$ cat config.mk
export PLATFORM = sky130hd
export DESIGN_NAME = pwm_fade_ctrl
export DESIGN_NICKNAME = d
export VERILOG_FILES = /design/src/rtl/pwm_fade_ctrl.sv
export SDC_FILE = /design/constraint.sdc
export NUM_CORES = 1
export LEC_CHECK = 0
export CORE_UTILIZATION = 35
export DETAILED_ROUTE_END_ITERATION = 10
export PLACE_DENSITY_LB_ADDON = 0.08
export REMOVE_ABC_BUFFERS = 1
export SLEW_MARGIN = 10
export SYNTH_ARGS = -nofsm -noshare
export SYNTH_HDL_FRONTEND = slang
export SYNTH_SLANG_ARGS = --single-unit
$ cat constraint.sdc
create_clock -name clk -period 3.6 [get_ports clk]
set_input_delay 0.36 -clock clk [delete_from_list [all_inputs] [get_ports clk]]
set_output_delay 0.36 -clock clk [all_outputs]
set_load 0.005 [all_outputs]
$ cat src/rtl/pwm_fade_ctrl.sv
// -----------------------------------------------------------------------------
// pwm_fade_ctrl
//
// Ramps the duty value of a downstream PWM from its current setting toward a
// target in fixed-size steps. A step is applied only on the edge that samples a
// PWM period_end pulse. Each PWM period therefore runs with a single, stable
// duty value. Typical uses are LED fades and motor soft start/stop.
//
// Parameters
//   R  duty width; must match the R of the driven PWM
//   H  width of the hold counter (periods between steps)
//
// Ports
//   clk         in   1  single clock, rising edge
//   reset_n     in   1  asynchronous active-low reset
//   start       in   1  request a ramp; only looked at while idle
//   target      in   R  final duty value, latched when a ramp is accepted
//   step        in   R  duty change per step, latched; 0 behaves as 1
//   hold        in   H  a step happens every (hold+1) period_end pulses
//   period_end  in   1  one-cycle pulse at the PWM counter wrap
//   abort       in   1  cancel the ramp; duty freezes where it is
//   duty        out  R  registered duty for the PWM
//   busy        out  1  high while a ramp is in progress
//   done        out  1  one-cycle pulse when duty reaches the target
// -----------------------------------------------------------------------------
module pwm_fade_ctrl #(
  parameter int R = 8,
  parameter int H = 8
) (
  input  logic         clk,
  input  logic         reset_n,
  input  logic         start,
  input  logic [R-1:0] target,
  input  logic [R-1:0] step,
  input  logic [H-1:0] hold,
  input  logic         period_end,
  input  logic         abort,
  output logic [R-1:0] duty,
  output logic         busy,
  output logic         done
);

  typedef enum logic {
    IDLE = 1'b0,
    RAMP = 1'b1
  } state_t;

  state_t       state, state_n;
  logic [R-1:0] duty_n;
  logic         busy_n;
  logic         done_n;
  logic [R-1:0] target_q, target_n;
  logic [R-1:0] step_q, step_n;
  logic [H-1:0] hold_q, hold_n;
  logic [H-1:0] hold_cnt, hold_cnt_n;

  // Candidate duty value for the next step.
  logic [R:0]   sum_ext;
  logic [R:0]   diff_ext;
  logic [R:0]   target_ext;
  logic [R-1:0] stepped;

  // The next step is computed with one spare bit. An upward step that passes
  // the target is clamped to it, so it cannot wrap through 2^R. A downward
  // step that would go below zero sets the spare bit, and that case is also
  // clamped to the target. No direction register is kept: the comparison of
  // duty with target_q decides the direction fresh on every step.
  always_comb begin
    sum_ext    = {1'b0, duty} + {1'b0, step_q};
    diff_ext   = {1'b0, duty} - {1'b0, step_q};
    target_ext = {1'b0, target_q};
    stepped    = target_q;
    if (duty < target_q) begin
      if (sum_ext < target_ext) begin
        stepped = sum_ext[R-1:0];
      end
    end else if (duty > target_q) begin
      if (!diff_ext[R] && (diff_ext > target_ext)) begin
        stepped = diff_ext[R-1:0];
      end
    end
  end

  // Next-state and output logic. done is a one-cycle pulse, so it defaults to
  // 0 every cycle. abort takes priority over start and period_end in both
  // states. It leaves duty where it is and produces no done pulse.
  always_comb begin
    state_n    = state;
    duty_n     = duty;
    busy_n     = busy;
    done_n     = 1'b0;
    target_n   = target_q;
    step_n     = step_q;
    hold_n     = hold_q;
    hold_cnt_n = hold_cnt;

    if (abort) begin
      state_n    = IDLE;
      busy_n     = 1'b0;
      hold_cnt_n = '0;
    end else begin
      unique case (state)
        IDLE: begin
          if (start) begin
            if (target != duty) begin
              target_n   = target;
              step_n     = (step == '0) ? R'(1) : step;
              hold_n     = hold;
              hold_cnt_n = '0;
              busy_n     = 1'b1;
              state_n    = RAMP;
            end else begin
              // A ramp to the current value finishes at once. It gives the
              // done pulse without ever raising busy.
              done_n = 1'b1;
            end
          end
        end

        RAMP: begin
          // While a ramp runs, start is ignored so the latched ramp settings
          // stay intact.
          if (period_end) begin
            if (hold_cnt != hold_q) begin
              hold_cnt_n = hold_cnt + H'(1);
            end else begin
              hold_cnt_n = '0;
              duty_n     = stepped;
              if (stepped == target_q) begin
                busy_n  = 1'b0;
                done_n  = 1'b1;
                state_n = IDLE;
              end
            end
          end
        end

        default: begin
          state_n = IDLE;
          busy_n  = 1'b0;
        end
      endcase
    end
  end

  // All state and outputs are registered. The new duty therefore appears one
  // cycle after the period_end that triggered the step, which is the first
  // cycle of the new PWM period.
  always_ff @(posedge clk or negedge reset_n) begin
    if (!reset_n) begin
      state    <= IDLE;
      duty     <= '0;
      busy     <= 1'b0;
      done     <= 1'b0;
      target_q <= '0;
      step_q   <= '0;
      hold_q   <= '0;
      hold_cnt <= '0;
    end else begin
      state    <= state_n;
      duty     <= duty_n;
      busy     <= busy_n;
      done     <= done_n;
      target_q <= target_n;
      step_q   <= step_n;
      hold_q   <= hold_n;
      hold_cnt <= hold_cnt_n;
    end
  end

endmodule

==> impl_metrics.ini <==
[final_layout]
layout-drive-gt1-share_pct = 35.0
synthToLayoutAreaGrowth_pct = 41.9
seq_area_sq_um = 1080
finalNonFillerCells = 641
antenna_cells = 0
multi_input_area_sq_um = 2600
final_nets = 578
post-route-util_pct = 51.7
fill_cells = 927

[global_routing]
grt_pass1_wl_microns = 17200
gr-total-overflow = 0
met1_usage_pct = 29.1
grt_antenna_before_repair = 0
grt_pass1_vias = 3335
grt_max_degree = 44
met2_usage_pct = 35.9
busiest_layer = met2
grt_usage_pct = 21.8
grt_use_met3_pct = 2.55

[timing]
finalCritPeriodShare_pct = 103
finalWorstPathRequiredPeriod_ns = 3.69
fmax_mhz = 271
setup_ws_ns = -0.0927
tightest_slew_ns = 1.01
final_max_slew_viol_count = 0
setup_viol_count_final = 3
timing.slew.headroom_pct = 32.8
hold_viol_final = 0
grt_setup_unrepaired = yes
fin_skew_ns = 0.00482

[worst_setup_path]
endpoint_kind = flip-flop
regToRegEndpoint = done$_DFF_PN0_
crit_fanout = 8
arrival_ns = 3.87
critPathKind = flip-flop to flip-flop
cp.required_ns = 3.77
rrSetupSlack_ns = -0.09
worstReg2RegStart = step_q[0]$_DFFE_PN0P_
rr_worst_depth = 19
cp-start-kind = flip-flop

[synth]
ys.flop_type = dfrtp_1
ys_async_sr_fraction_pct = 100
syn-instance-count = 386
syn_area_sq_um = 3590
syn_avg_cell_area_sq_um = 9.31
ys_warn_count = 0
ys_seq_area_share_pct = 30.0
synth.distinct_cells = 64
synth_edf_count = 0
yosys_register_bits = 43

[power]
leakagePower_nw = 2.31
p_per_area_nw_per_um2 = 584
peakVddDrop_v = 0.000260

[drt]
drt_iter0_markers = 174
drtPass1Iterations = 4
avgViaCountPerCell = 5.21
final_antenna_net_count = 0
vias = 3341
drt-wirelength-per-cell_microns = 17.2
drc = 0
wl_microns = 11000

[die]
die_x_microns = 103
die_h_microns = 103
row_count = 36
start_util_pct = 36.4
io_pins = 39
die_area_sq_um = 10700
fp.coreArea_sq_um = 9860

[cts]
clk_latency_ns = 0.30
cts_tree = done
cts_made_buffers = 5
cts_root_buffer = clkbuf_8
cts.sinks = 43
clk_pin_slew_ns = 0.09
htree_levels = 2
cts_buffer_depth = 2
hold_buffers = 0

[status]
failed_checks = negative setup slack
status = finished with violations

[place]
dp_cells = 613
port-buffer-count = 38
dpl.hpwl_microns = 8650
place.gp.congestion = 0.861

[run]
drv_cap = 0

[hold_path]
hp-class = input pin to async pin
==> cells by family (layout without fill, tap and decap cells) <==
family	after synthesis	in the layout	synth area share, %
AND/OR/NAND/NOR	113	113	17.2
AO/OA/AOI/OAI	87	87	17.3
adder cells (fa/ha/maj)	42	42	15.0
flip-flops	43	43	30.0
multiplexers	25	25	7.80
XOR/XNOR	30	30	7.31
buffers and inverters	46	168	5.43
==> worst max-delay path, cell delays in order, from the launching register on <==
cell and delay (ns):
dfrtp_1 0.41, buf_6 0.12, ha_4 0.12, inv_2 0.03
fa_2 0.36, nand3_4 0.09, nand2_4 0.07, a31oi_4 0.22
xnor2_2 0.15, inv_2 0.07, ha_4 0.22, and3_4 0.17
nand4_1 0.09, o211ai_1 0.13, or4_4 0.61, buf_6 0.16
o221ai_4 0.17, a32oi_2 0.10, o211ai_1 0.15, o22ai_1 0.12
==> stage by stage <==
step	total power (W)	area (sq um)	hold WS [ns]	setup WS, ns	TNS (ns)
floorplan	0.00155	3520	0.0644	-0.0633	-0.0973
global placement	0.00225	4580	0.511	-0.178	-0.709
detailed placement	0.00227	4580	0.515	-0.210	-0.803
CTS	0.00273	4860	0.263	0.00847	0
global route	0.00320	5100	0.314	-0.193	-0.881
finish	0.00298	5100	0.229	-0.0927	-0.255
==> cell type report <==
type / instances / share of cell area (%)
Sequential cell: 43 / 21.1
Timing Repair Buffer: 126 / 20.5
Multi-Input combinational cell: 297 / 51.0
Tap cell: 133 / 3.26
Clock buffer: 7 / 1.50
Inverter: 34 / 2.50
Clock inverter: 1 / 0.0982
==> Yosys cell counts, types with 4 or more instances <==
| library cell | instances | area [sq um] |
|---|---|---|
| mux2_2 | 24 | 270 |
| dfrtp_1 | 43 | 1080 |
| o221ai_1 | 7 | 61.3 |
| nor4_1 | 5 | 31.3 |
| nand4_1 | 6 | 37.5 |
| o21ai_0 | 19 | 95.1 |
| nand3_1 | 9 | 45.0 |
| nor2b_1 | 11 | 68.8 |
| and3_1 | 9 | 56.3 |
| nand2b_1 | 4 | 25.0 |
| xnor2_1 | 18 | 158 |
| nor2_1 | 17 | 63.8 |
| a21oi_1 | 15 | 75.1 |
| inv_1 | 34 | 128 |
| nor3_1 | 6 | 30.0 |
| xor2_1 | 12 | 105 |
| o211ai_1 | 6 | 45.0 |
| o22ai_1 | 4 | 25.0 |
| ha_1 | 40 | 500 |
| nand2_1 | 28 | 105 |
==> power by group <==
group / switching (W) / internal [W] / total, W
sequential: 0.0000690 / 0.000550 / 0.000619
clock: 0.000172 / 0.000137 / 0.000308
combinational: 0.000994 / 0.00105 / 0.00205
total: 0.00123 / 0.00174 / 0.00298
==> flip-flops by register name (all words and copies together) (netlist names) <==
signal / count
hold_q: 8
done: 1
step_q: 8
duty: 8
hold_cnt: 8
busy: 1
target_q: 8
state: 1
==> repair_timing <==
item	4_1_cts	5_1_grt
endpoints found under the setup margin	10	11
gates cloned	0	0
gates resized for setup	28	36
hold endpoints to repair	0	0
buffers inserted	11	9
pin swaps	12	25
==> per-layer routing <==
layer,vias to the layer above,routed length [microns]
li1,1644,-
met1,1605,5130
met2,74,5140
met3,18,370
met4,0,348
met5,-,0
==> how the worst max path moves through the flow <==
stage | slack, ns | from | end | depth (start not counted)
floorplan | -0.06 | duty[0]$_DFFE_PN0P_ | busy$_DFFE_PN0P_ | 18
global placement | -0.18 | duty[2]$_DFFE_PN0P_ | duty[1]$_DFFE_PN0P_ | 16
global route | -0.19 | step_q[0]$_DFFE_PN0P_ | state$_DFF_PN0_ | 19
CTS | 0.008 | duty[0]$_DFFE_PN0P_ | busy$_DFFE_PN0P_ | 19
detailed placement | -0.21 | duty[0]$_DFFE_PN0P_ | done$_DFF_PN0_ | 18
finish | -0.09 | step_q[0]$_DFFE_PN0P_ | done$_DFF_PN0_ | 19
==> cell usage in the layout (no fill, tap or decap), types with 7 or more instances in the layout <==
cell	Yosys	routed
a21oi_1	15	12
and3_1	9	7
buf_4	3	85
clkdlybuf4s50_1	0	37
dfrtp_1	43	42
ha_1	40	35
inv_1	34	29
mux2_2	24	24
nand2_1	28	26
nor2_1	17	15
nor2b_1	11	9
o21ai_0	19	14
xnor2_1	18	14
xor2_1	12	12
Power figures use the tool's default switching activity.
